[src/rtl/spi_word_master_pkg.sv]
`default_nettype none
// ============================================================================
// Module   : spi_cfg_pkg
// Purpose  : Shared types and constants for the SPI word master slice.
//            Holds the transfer FSM state encoding, the default word
//            width and the lower bound on the SCLK divider.
// Ports    : none (package)
// Revision : 1.0 - initial release
// ============================================================================
package spi_cfg_pkg;

  localparam int DATA_W_DEF  = 16;
  // Smallest divider that still gives a distinct SCLK high and low phase.
  localparam int CLK_DIV_MIN = 2;

  typedef enum logic [2:0] {
    IDLE  = 3'd0,
    SETUP = 3'd1,
    SHIFT = 3'd2,
    HOLD  = 3'd3,
    GAP   = 3'd4
  } spi_state_e;

endpackage
`default_nettype wire

[src/rtl/spi_word_master_if.sv]
`default_nettype none
// ============================================================================
// Module   : spi_word_master_if
// Purpose  : Bundle of the sequencer handshake and SPI pin signals.
// Ports    : master modport (serializer side):
//              in  spi_start, spi_data, spi_miso
//              out spi_busy, data_end, rx_data, spi_sclk, spi_mosi, spi_cs
//            slave modport (sequencer/pad side): the same, directions swapped
// Revision : 1.0 - initial release
// ============================================================================
interface spi_word_master_if
  import spi_cfg_pkg::*;
#(
  parameter int DATA_W = DATA_W_DEF
);

  logic              spi_start;
  logic [DATA_W-1:0] spi_data;
  logic              spi_busy;
  logic              data_end;
  logic [DATA_W-1:0] rx_data;
  logic              spi_miso;
  logic              spi_sclk;
  logic              spi_mosi;
  logic              spi_cs;

  modport master (
    input  spi_start, spi_data, spi_miso,
    output spi_busy, data_end, rx_data, spi_sclk, spi_mosi, spi_cs
  );

  modport slave (
    output spi_start, spi_data, spi_miso,
    input  spi_busy, data_end, rx_data, spi_sclk, spi_mosi, spi_cs
  );

endinterface
`default_nettype wire

[src/rtl/spi_word_master_tick_gen.sv]
`default_nettype none
// ============================================================================
// Module   : spi_tick_gen
// Purpose  : Free-running divider producing a one-cycle tick every DIV
//            enabled clk_i cycles. clear_i restarts the count from zero.
// Ports    : clk_i   in  system clock
//            rst     in  asynchronous active-high reset
//            clear_i in  synchronous counter clear (wins over en_i)
//            en_i    in  count enable
//            tick_o  out tick pulse (only while en_i is high)
// Revision : 1.0 - initial release
// ============================================================================
module spi_tick_gen
  import spi_cfg_pkg::*;
#(
  parameter int DIV = 4
) (
  input  logic clk_i,
  input  logic rst,
  input  logic clear_i,
  input  logic en_i,
  output logic tick_o
);

  // Dividers below the minimum are clamped so the counter never degenerates.
  localparam int            DIV_EFF = (DIV < CLK_DIV_MIN) ? CLK_DIV_MIN : DIV;
  localparam int            CW      = $clog2(DIV_EFF);
  localparam logic [CW-1:0] LAST    = CW'(DIV_EFF - 1);

  logic [CW-1:0] cnt_q;

  assign tick_o = en_i && (cnt_q == LAST);

  always_ff @(posedge clk_i or posedge rst) begin
    if (rst) begin
      cnt_q <= '0;
    end else if (clear_i) begin
      cnt_q <= '0;
    end else if (en_i) begin
      cnt_q <= tick_o ? '0 : cnt_q + 1'b1;
    end
  end

endmodule
`default_nettype wire

[src/rtl/spi_word_master.sv]
`default_nettype none
// ============================================================================
// Module   : spi_word_master
// Purpose  : SPI mode 0 word serializer. Accepts one DATA_W-bit word per
//            request, shifts it out on SCLK/MOSI under CS, assembles MISO
//            into rx_data and pulses data_end when CS returns high.
//            Build option: SPI_LSB_FIRST_EN selects LSB-first order in both
//            directions; MSB-first when undefined.
// Ports    : clk_i in  system clock
//            rst   in  asynchronous active-high reset
//            bus   master modport of spi_word_master_if (handshake + pins)
// Revision : 1.0 - initial release
// ============================================================================
module spi_word_master
  import spi_cfg_pkg::*;
#(
  parameter int DATA_W  = DATA_W_DEF,
  parameter int CLK_DIV = 4,
  parameter int CS_GAP  = 1
) (
  input  logic                clk_i,
  input  logic                rst,
  spi_word_master_if.master   bus
);

  localparam int             BCW       = $clog2(DATA_W) + 1;
  localparam int             GCW       = $clog2(CS_GAP + 1) + 1;
  localparam logic [BCW-1:0] BITS_LAST = BCW'(DATA_W);
  localparam logic [GCW-1:0] GAP_LAST  = GCW'(CS_GAP);

  spi_state_e        state_q, state_d;
  logic              armed_q, armed_d;
  logic              sclk_q, sclk_d;
  logic              cs_q, cs_d;
  logic              busy_q, busy_d;
  logic              de_q, de_d;
  logic [DATA_W-1:0] tx_q, tx_d;
  logic [DATA_W-1:0] rx_sh_q, rx_sh_d;
  logic [DATA_W-1:0] rx_q, rx_d;
  logic [BCW-1:0]    bit_q, bit_d;
  logic [GCW-1:0]    gap_q, gap_d;

  logic              tick;
  logic              accept;
  logic              mosi;
  logic [DATA_W-1:0] tx_shift;
  logic [DATA_W-1:0] rx_shift;

  assign accept = (state_q == IDLE) && bus.spi_start && armed_q;

  // MOSI is always the outgoing end of the transmit register, so it keeps
  // the last bit once shifting stops and is 0 out of reset.
`ifdef SPI_LSB_FIRST_EN
  assign mosi     = tx_q[0];
  assign tx_shift = {1'b0, tx_q[DATA_W-1:1]};
  assign rx_shift = {bus.spi_miso, rx_sh_q[DATA_W-1:1]};
`else
  assign mosi     = tx_q[DATA_W-1];
  assign tx_shift = {tx_q[DATA_W-2:0], 1'b0};
  assign rx_shift = {rx_sh_q[DATA_W-2:0], bus.spi_miso};
`endif

  spi_tick_gen #(
    .DIV (CLK_DIV)
  ) u_tick_gen (
    .clk_i   (clk_i),
    .rst     (rst),
    .clear_i (accept),
    .en_i    (state_q != IDLE),
    .tick_o  (tick)
  );

  always_ff @(posedge clk_i or posedge rst) begin
    if (rst) begin
      state_q <= IDLE;
      armed_q <= 1'b1;
      sclk_q  <= 1'b0;
      cs_q    <= 1'b1;
      busy_q  <= 1'b0;
      de_q    <= 1'b0;
      tx_q    <= '0;
      rx_sh_q <= '0;
      rx_q    <= '0;
      bit_q   <= '0;
      gap_q   <= '0;
    end else begin
      state_q <= state_d;
      armed_q <= armed_d;
      sclk_q  <= sclk_d;
      cs_q    <= cs_d;
      busy_q  <= busy_d;
      de_q    <= de_d;
      tx_q    <= tx_d;
      rx_sh_q <= rx_sh_d;
      rx_q    <= rx_d;
      bit_q   <= bit_d;
      gap_q   <= gap_d;
    end
  end

  always_comb begin
    state_d = state_q;
    armed_d = armed_q;
    sclk_d  = sclk_q;
    cs_d    = cs_q;
    busy_d  = busy_q;
    de_d    = 1'b0;
    tx_d    = tx_q;
    rx_sh_d = rx_sh_q;
    rx_d    = rx_q;
    bit_d   = bit_q;
    gap_d   = gap_q;

    case (state_q)
      IDLE: begin
        if (accept) begin
          armed_d = 1'b0;
          tx_d    = bus.spi_data;
          bit_d   = '0;
          busy_d  = 1'b1;
          cs_d    = 1'b0;
          sclk_d  = 1'b0;
          state_d = SETUP;
        end else if (!bus.spi_start) begin
          // A request only re-arms after the sequencer has dropped it here.
          armed_d = 1'b1;
        end
      end

      SETUP: begin
        if (tick) state_d = SHIFT;
      end

      SHIFT: begin
        if (tick) begin
          if (!sclk_q) begin
            sclk_d  = 1'b1;
            rx_sh_d = rx_shift;
          end else begin
            sclk_d = 1'b0;
            bit_d  = bit_q + 1'b1;
            // The final falling edge leaves MOSI on the last bit.
            if (bit_d == BITS_LAST) state_d = HOLD;
            else                    tx_d    = tx_shift;
          end
        end
      end

      HOLD: begin
        if (tick) begin
          cs_d    = 1'b1;
          de_d    = 1'b1;
          rx_d    = rx_sh_q;
          gap_d   = '0;
          state_d = GAP;
        end
      end

      GAP: begin
        if (tick) begin
          gap_d = gap_q + 1'b1;
          if (gap_d == GAP_LAST) begin
            busy_d  = 1'b0;
            state_d = IDLE;
          end
        end
      end

      default: state_d = IDLE;
    endcase
  end

  assign bus.spi_sclk = sclk_q;
  assign bus.spi_mosi = mosi;
  assign bus.spi_cs   = cs_q;
  assign bus.spi_busy = busy_q;
  assign bus.data_end = de_q;
  assign bus.rx_data  = rx_q;

endmodule
`default_nettype wire

[src/flat_wrapper.sv]
// flat-port wrapper written by rule: the top's interface ports become plain ports
module spi_word_master_flat import spi_cfg_pkg::*;
#(
  parameter int DATA_W  = DATA_W_DEF,
  parameter int CLK_DIV = 4,
  parameter int CS_GAP  = 1
)
  (clk_i, rst, bus_spi_start, bus_spi_data, bus_spi_miso, bus_spi_busy, bus_data_end, bus_rx_data, bus_spi_sclk, bus_spi_mosi, bus_spi_cs);
  spi_word_master_if #(.DATA_W(DATA_W)) bus_i ();
  input  logic clk_i;
  input  logic rst;
  input wire logic [$bits(bus_i.spi_start)-1:0] bus_spi_start;
  input wire logic [$bits(bus_i.spi_data)-1:0] bus_spi_data;
  input wire logic [$bits(bus_i.spi_miso)-1:0] bus_spi_miso;
  output wire logic [$bits(bus_i.spi_busy)-1:0] bus_spi_busy;
  output wire logic [$bits(bus_i.data_end)-1:0] bus_data_end;
  output wire logic [$bits(bus_i.rx_data)-1:0] bus_rx_data;
  output wire logic [$bits(bus_i.spi_sclk)-1:0] bus_spi_sclk;
  output wire logic [$bits(bus_i.spi_mosi)-1:0] bus_spi_mosi;
  output wire logic [$bits(bus_i.spi_cs)-1:0] bus_spi_cs;
  assign bus_i.spi_start = bus_spi_start;
  assign bus_i.spi_data = bus_spi_data;
  assign bus_i.spi_miso = bus_spi_miso;
  assign bus_spi_busy = bus_i.spi_busy;
  assign bus_data_end = bus_i.data_end;
  assign bus_rx_data = bus_i.rx_data;
  assign bus_spi_sclk = bus_i.spi_sclk;
  assign bus_spi_mosi = bus_i.spi_mosi;
  assign bus_spi_cs = bus_i.spi_cs;
  spi_word_master #(.DATA_W(DATA_W), .CLK_DIV(CLK_DIV), .CS_GAP(CS_GAP)) u_core (.clk_i(clk_i), .rst(rst), .bus(bus_i));
endmodule
[config.mk]
export PLATFORM = sky130hd
export DESIGN_NAME = spi_word_master_flat
export DESIGN_NICKNAME = d
export VERILOG_FILES = /design/src/rtl/spi_word_master_pkg.sv /design/src/rtl/spi_word_master_if.sv /design/src/rtl/spi_word_master_tick_gen.sv /design/src/rtl/spi_word_master.sv /design/src/flat_wrapper.sv
export SDC_FILE = /design/constraint.sdc
export NUM_CORES = 1
export LEC_CHECK = 0
export CAP_MARGIN = 10
export CORE_MARGIN = 1
export CORE_UTILIZATION = 54
export DETAILED_ROUTE_END_ITERATION = 16
export PLACE_DENSITY = 0.79
export SLEW_MARGIN = 10
export SYNTH_ARGS = -nofsm -noshare
export SYNTH_HDL_FRONTEND = slang
export SYNTH_SLANG_ARGS = --single-unit
[constraint.sdc]
create_clock -name clk_i -period 2.2 [get_ports clk_i]
set_input_delay 0.33 -clock clk_i [delete_from_list [all_inputs] [get_ports clk_i]]
set_output_delay 0.33 -clock clk_i [all_outputs]
set_load 0.05 [all_outputs]
## Yosys cells after proc, flatten, opt, wreduce, memory -nomap -nowiden

Index checks and enable logic that the tools add are counted.

| storage, ports and cells | value |
|---|---|
| register bits | 65 |
| latch bits | 0 |
| bits in writable memories | 0 |
| bits in read-only memories | 0 |
| bits of input ports | 20 |
| output and inout bits | 21 |
| memories kept | 0 |

| operators by class | value |
|---|---|
| add/sub/neg operators | 3 |
| $mul | 0 |
| div/mod/pow operators | 0 |
| $lt $le $gt $ge | 0 |
| equal/unequal tests | 17 |
| shift operators | 0 |
| mux-type cells | 38 |
| bitwise logic cells | 1 |
| reductions and logical operators | 20 |

Operator list:

| kind | count |
|---|---|
| $mux 16 | 4 |
| $pmux 16 s2 | 1 |
| $mux 3 | 8 |
| $mux 5 | 3 |
| $pmux 3 s5 | 1 |
| $reduce_and 3->1 | 4 |
| $mux 1 | 11 |
| $mux 2 | 5 |
| $ne 2x1->1 const B | 5 |
| $ne 2x2->1 const B | 5 |
| $pmux 5 s2 | 1 |
| $reduce_bool 2->1 | 5 |
| $reduce_and 4->1 | 2 |
| $reduce_and 8->1 | 1 |
| $eq 3x2->1 const B | 2 |
| $pmux 1 s2 | 3 |
| $add 5x1->5 const B | 1 |
| $eq 5x5->1 const B | 1 |
| $reduce_and 5->1 | 1 |
| $add 2x1->2 const B | 2 |
| $pmux 2 s2 | 1 |
| $reduce_and 2->1 | 2 |
| $eq 3x1->1 const B | 1 |
| $eq 3x3->1 const B | 1 |
| other kinds (6) | 8 |

## Depth between registers and ports, before layout

Gate-level depths: netlist of run 1.

| logic depth | value |
|---|---|
| depth in word-level cells | 6 |
| mapped depth | 7 |

## By module

From an unflattened synthesis of run 1, not the netlist that was laid out.

| unflattened totals | value |
|---|---|
| cells, all modules | 207 |
| area total of the unflattened synthesis | 2882.8 sq um |

By module, submodules not included:

| module | times used | cells each | area each (sq um) |
|---|---|---|---|
| spi_word_master | 1 | 197 | 2772.7 |
| spi_tick_gen | 1 | 10 | 110.1 |

## Worst setup path after synthesis of run 1

Ideal clock, no wire load.

| timing | value |
|---|---|
| path type | register -> register |
| start | reg u_core.sclk_q (netlist: u_core.bus.spi_sclk) |
| end | reg u_core.tx_q[1] |
| setup time | 0.127 ns |
| arrival time | 1.755 ns |
| data required time | 2.073 ns |
| path slack | 0.318 ns |
| stages on the path, launching flop included | 6 |
| period minus slack after synthesis | 1.882 ns |
| cells stage by stage | dfrtp_1 and3_4 o21ai_4 a21oi_4 buf_6 mux2_1 |

| on the way | value |
|---|---|
| cells in the longest elaborated chain, start to end | 2 |

Ends and longest elaborated chain:

| element | line | source |
|---|---|---|
| start: declaration | spi_word_master.sv:33 | `logic sclk_q, sclk_d;` |
| start signal: assignment | spi_word_master.sv:89 | `sclk_q <= sclk_d;` |
| $ne 2x1->1 (no line) | -- |  |
| $reduce_and 5->1 (no line) | -- |  |
| end signal: assignment | spi_word_master.sv:93 | `tx_q <= tx_d;` |
| end: declaration | spi_word_master.sv:37 | `logic [DATA_W-1:0] tx_q, tx_d;` |

Every way passes these cells.
A chain may end at the register's enable or synchronous reset.

## Worst setup path in the final report of run 1

| timing | value |
|---|---|
| start | reg u_core.cs_q (netlist: u_core.bus.spi_cs) |
| end | out bus_spi_cs |

RTL lines:

| element | line | source |
|---|---|---|
| start: declaration | spi_word_master.sv:34 | `logic cs_q, cs_d;` |
| start signal: assignment | spi_word_master.sv:90 | `cs_q <= cs_d;` |
| end: declaration | flat_wrapper.sv:20 | `output wire logic [$bits(bus_i.spi_cs)-1:0] bus_spi_cs;` |

No word-level cell between the ends.

==> flow_metrics.tcl, run 1 <==
set metrics [dict create \
    crit_arrival_ns 1.69 \
    timing.setup.critical_path_class "reg2out" \
    synthToLayoutAreaGrowth_pct 23.7 \
    hold_class "in2async" \
    yosysWarnings 0 \
    grt_overflow 0 \
    syn_inst 219 \
    synth-seq-cells 65 \
    die_h_um 75.9 \
    worst_setup_path_start_kind "flop" \
    portBuffers 40 \
    maxSlewViolCount 0 \
    h-tree-depth 3 \
    die-width_um 75.9 \
    grt_pass1_vias 1830 \
    dp_hpwl_um 3330 \
    synth.avg_cell_area_um2 13.5 \
    routed_wl_um 5040 \
    rows 26 \
    grt_max_degree 40 \
    wire_per_inst_um 14.7 \
    crit_required_ns 1.87 \
    path_cells "clkdlybuf4s50_1" \
    drive_above_1_share 0.256 \
    antenna_left 0 \
    tritoncts "yes" \
    cp_slowest_stage_delay_ns 0.82 \
    fmax_mhz 496 \
    synth_nets 242 \
    maxCapViolations 0 \
    ys_types 42 \
    multi_input_area_um2 1210 \
    n_antenna_cell 0 \
    ctsResizeCount 0 \
    io_pins 41 \
    clock-root-buffer "clkbuf_8" \
    ys_seq_area_frac 0.553 \
    powerDensity_nw_per_um2 623 \
    synth.top_cell.area_share 0.535 \
    postCtsSetupBuffers 0 \
    gp_congestion 0.784 \
    maxSlewHeadroom 0.636 \
    fin_crit_ns 2.02 \
    vdd_drop_max_mv 0.455 \
    grt_usage 0.205 \
    critical_path.slowest_cell "clkdlybuf4s50_1" \
    final.setup.tns_ns 0 \
    drc 0 \
    rsz0062_at_grt "no" \
    routed-via-count 1829 \
    synth_top_area_cell "dfrtp_1" \
    fillers 365 \
    path_delay_family "buffers and inverters" \
    via_per_inst 5.33 \
    cp_max_fo 2 \
    final.period_utilization 0.917 \
    endpoint_kind "primary output" \
    p_leak_nw 1.77 \
    status "finished clean" \
    first_pass_iters 5 \
    cts_buffers 9 \
    fin_nets 292 \
    seqCellArea_um2 1630 \
    yosysMostFrequentCell "dfrtp_1" \
    fp.coreArea_um2 5170 \
    hold_viol 0 \
    ff2ff_setup_slack_ns 0.37 \
    clkTransAtPathRegs_ns 0.07 \
    fin_total_pwr_mw 2.27 \
    grt_pass1_wl_um 8380 \
    drt_first_iter_violations 59 \
    async_flop_share 1.00 \
    syn_area_um2 2950 \
    synth-edff-count 0 \
    hold_buffers 0 \
    skew_ns 0.00609 \
    cts.sinks 65 \
    synth_flop_cell "dfrtp_1" \
    yosys-top-cells-count "dfrtp_1 (63), mux2_2 (28), mux2_1 (24)" \
    clock_path_buffers 2 \
    finalSetupViolations 0 \
    antenna_found_initial 0 \
    cp_num_buf_inv 1 \
    worst_skew_pair.late_latency_ns 0.33 \
    synth.area.top_cells "dfrtp_1 (53%), mux2_2 (11%), mux2_1 (9.2%)" \
    worst_slew_pin_slew_ns 0.542 \
    fp.dieArea_um2 5760 \
    start_util 0.570 \
]
## stage by stage
stage / hold WS, ns / util / instance area, um^2 / setup WS (ns) / cells
final: 0.370 / 0.705 / 3650 / 0.183 / 343
after detailed placement: 0.472 / 0.667 / 3450 / 0.188 / 328
after floorplan: 0.405 / - / 2950 / 0.247 / 219
after global routing: 0.414 / 0.705 / 3650 / 0.125 / 343
after global placement: 0.466 / 0.667 / 3450 / 0.225 / 328
after CTS: 0.372 / 0.705 / 3650 / 0.160 / 343
## power breakdown
part	switching [mW]	internal, mW
clock	0.416	0.575
combinational	0.0303	0.0407
sequential	0.00566	1.20
total	0.452	1.82
## metal layers
metal  GRT usage  wire length [um]  share of wire
met1       0.261              2340           0.46
met2       0.318              2320           0.46
met3      0.0728               309          0.061
met5           0                 0              0
met4      0.0864                66          0.013
## worst paths after layout
path                                                       end  cells after the start                          start
worst max register to register     u_core.tx_q[15]$_DFFE_PP0P_                      5  u_core.state_q[0]$_DFFE_PP0P_
max in group asynchronous           u_core.armed_q$_DFFE_PP1P_                      3                            rst
worst max-delay path                                bus_spi_cs                      1  u_core.bus.spi_cs$_DFFE_PP1P_
min in group clk_i                  u_core.tx_q[6]$_DFFE_PP0P_                      1     u_core.tx_q[6]$_DFFE_PP0P_
worst min-delay path            u_core.rx_sh_q[13]$_DFFE_PP0P_                      3                            rst
worst min register to register      u_core.tx_q[6]$_DFFE_PP0P_                      1     u_core.tx_q[6]$_DFFE_PP0P_
## area by class of cell
type | count | area share
Sequential cell | 65 | 0.447
Multi-Input combinational cell | 136 | 0.333
Timing Repair Buffer | 48 | 0.133
Clock buffer | 12 | 0.0426
Tap cell | 70 | 0.0240
Clock inverter | 3 | 0.0110
Inverter | 9 | 0.00927
## placed cells by master, fill, tap and decap left out, drive strengths merged, types with 2 or more instances in the layout
| cell type | instances |
|---|---|
| clkbuf | 12 |
| o31ai | 2 |
| nand3 | 5 |
| a21oi | 5 |
| clkdlybuf4s50 | 40 |
| clkinv | 2 |
| inv | 9 |
| buf | 8 |
| dfstp | 2 |
| mux2 | 62 |
| or3 | 2 |
| and3 | 2 |
| o21ai | 9 |
| nand2 | 19 |
| ha | 3 |
| dfrtp | 63 |
| o22ai | 4 |
| nand3b | 2 |
| nor2 | 4 |
| a31oi | 2 |
| nor3 | 3 |
## flip-flops by register name, summed over array words and instances, names as in the netlist
signal / count
u_core.bus.rx_data: 16
u_core.rx_sh_q: 16
u_core.tx_q: 16
u_core.bit_q: 5
u_core.state_q: 3
u_core.gap_q: 2
u_core.u_tick_gen.cnt_q: 2
u_core.armed_q: 1
u_core.bus.data_end: 1
u_core.bus.spi_busy: 1
u_core.bus.spi_cs: 1
u_core.bus.spi_sclk: 1
## cells by family (layout without fill, tap and decap cells)
family	Yosys count	after routing	synth area share
mux	63	63	0.253
buf+inv	18	72	0.0352
simple gates	42	42	0.0790
xor+xnor	2	2	0.00594
fa+ha+maj	3	3	0.0127
flops	65	65	0.553
compound gates	26	26	0.0615
## worst reg2reg max path, cell delays in order, from the launching register on
cell and delay, ns:
dfrtp_1 0.52, nor2_1 0.35, o21ai_4 0.18, a21oi_4 0.17
buf_12 0.16, mux2_2 0.34
No activity file was read; power rests on OpenSTA's default activity.
==> run 2: changes to the inputs <==
--- a/config.mk
+++ b/config.mk
@@ -8,8 +8,10 @@
 export CAP_MARGIN = 10
 export CORE_MARGIN = 1
 export CORE_UTILIZATION = 54
+export CTS_CLUSTER_SIZE = 12
 export DETAILED_ROUTE_END_ITERATION = 16
 export PLACE_DENSITY = 0.79
+export RECOVER_POWER = 50
 export SLEW_MARGIN = 10
 export SYNTH_ARGS = -nofsm -noshare
 export SYNTH_HDL_FRONTEND = slang
==> run 2 against run 1 <==
Total power is essentially flat; critical path type unchanged; clock skew is 0.00098 ns higher; first-iteration DRC count increased by 20%; non-clock buffer count unchanged; utilization down 0.39 points; combinational power is 3.2% lower.
==> flow_metrics.tcl, run 2 (synthesis gave the netlist of run 1 again) <==
set metrics [dict create \
    path_delay_family "buffers and inverters" \
    cts_buffers 9 \
    die_h_um 75.9 \
    h-tree-depth 3 \
    via_per_inst 5.31 \
    clkTransAtPathRegs_ns 0.07 \
    start_util 0.570 \
    drc 0 \
    postLayoutCoreUtil 0.701 \
    rsz0062_at_grt "no" \
    endpoint_kind "primary output" \
    finalSetupViolations 0 \
    crit_arrival_ns 1.69 \
    grt_pass1_vias 1830 \
    grt_overflow 0 \
    drt_first_iter_violations 71 \
    ctsResizeCount 0 \
    fin_nets 292 \
    io_pins 41 \
    rows 26 \
    stdcell_count 343 \
    skew_ns 0.00707 \
    powerDensity_nw_per_um2 626 \
    dp_cells 328 \
    grt_usage 0.205 \
    worst_setup_path_start_kind "flop" \
    cp_slowest_stage_delay_ns 0.82 \
    n_antenna_cell 0 \
    dp_hpwl_um 3330 \
    fmax_mhz 496 \
    routed-via-count 1822 \
    postCtsSetupBuffers 0 \
    hold_buffers 0 \
    critical_path.slowest_cell "clkdlybuf4s50_1" \
    tritoncts "yes" \
    worst_slew_pin_slew_ns 1.32 \
    fp.dieArea_um2 5760 \
    clock-root-buffer "clkbuf_8" \
    grt_pass1_wl_um 8380 \
    die-width_um 75.9 \
    fp.coreArea_um2 5170 \
    cts.sinks 65 \
    hold_class "reg2reg" \
    worst_skew_pair.late_latency_ns 0.33 \
    cp_max_fo 2 \
    routed_wl_um 5020 \
    antenna_found_initial 0 \
    final_cell_area_um2 3630 \
    fillers 372 \
    first_pass_iters 4 \
    gp_congestion 0.784 \
    hold_viol 0 \
    cp_num_buf_inv 1 \
    setup_slack_ns 0.183 \
    final.period_utilization 0.917 \
    crit_required_ns 1.87 \
    final_cell_mix "dfrtp_1 (63), clkdlybuf4s50_1 (39), mux2_2 (28), mux2_1 (24), nand2_1 (19)" \
    final.setup.tns_ns 0 \
    dpl_cell_area_um2 3450 \
    grt_max_degree 40 \
    path_cells "clkdlybuf4s50_1" \
    synthToLayoutAreaGrowth_pct 23.0 \
    maxCapViolations 0 \
    dp_slack_ns 0.188 \
    maxSlewViolCount 0 \
    maxSlewHeadroom 0.122 \
    vdd_drop_max_mv 0.456 \
    final_common_cell "dfrtp_1" \
    portBuffers 40 \
    fin_crit_ns 2.02 \
    ff2ff_setup_slack_ns 0.21 \
    timing.setup.critical_path_class "reg2out" \
    antenna_left 0 \
    status "finished clean" \
    drive_above_1_share 0.234 \
    wire_per_inst_um 14.6 \
    clock_path_buffers 2 \
    p_leak_nw 1.75 \
]
-- run 2: cell type report --
type	count	area, um^2	share of cell area
clock buffers	12	155	0.0428
clock inverters	3	40.0	0.0110
inverters	9	33.8	0.00932
multi-input cells	136	1210	0.334
flip-flops and latches	65	1630	0.449
well taps	70	87.6	0.0242
repair buffers	48	468	0.129
-- run 2: stage by stage --
step / hold WS, ns / total power [mW]
after floorplan: 0.405 / 1.26
after global placement: 0.466 / 1.30
after detailed placement: 0.472 / 1.30
after CTS: 0.372 / 2.30
after global routing: 0.505 / 2.35
final: 0.485 / 2.27
-- run 2: metal layers --
metal / routed length, um / track usage / part of all wire
met5: 0 / 0 / 0
met4: 66 / 0.0864 / 0.013
met3: 302 / 0.0728 / 0.060
met2: 2310 / 0.318 / 0.46
met1: 2350 / 0.261 / 0.47
-- run 2: path summary, 6_finish.rpt --
check | start | end | depth (start not counted)
hold / removal | u_core.tx_q[6]$_DFFE_PP0P_ | u_core.tx_q[6]$_DFFE_PP0P_ | 1
setup / recovery | u_core.bus.spi_cs$_DFFE_PP1P_ | bus_spi_cs | 1
hold reg to reg | u_core.tx_q[6]$_DFFE_PP0P_ | u_core.tx_q[6]$_DFFE_PP0P_ | 1
max in group asynchronous | rst | u_core.bus.rx_data[0]$_DFFE_PP0P_ | 3
min in group asynchronous | rst | u_core.tx_q[5]$_DFFE_PP0P_ | 3
setup reg to reg | u_core.state_q[1]$_DFFE_PP0P_ | u_core.tx_q[3]$_DFFE_PP0P_ | 6
-- run 2: power by group --
group          internal [mW]  switching [mW]
registers               1.20         0.00567
logic                 0.0388          0.0300
clock network          0.575           0.416
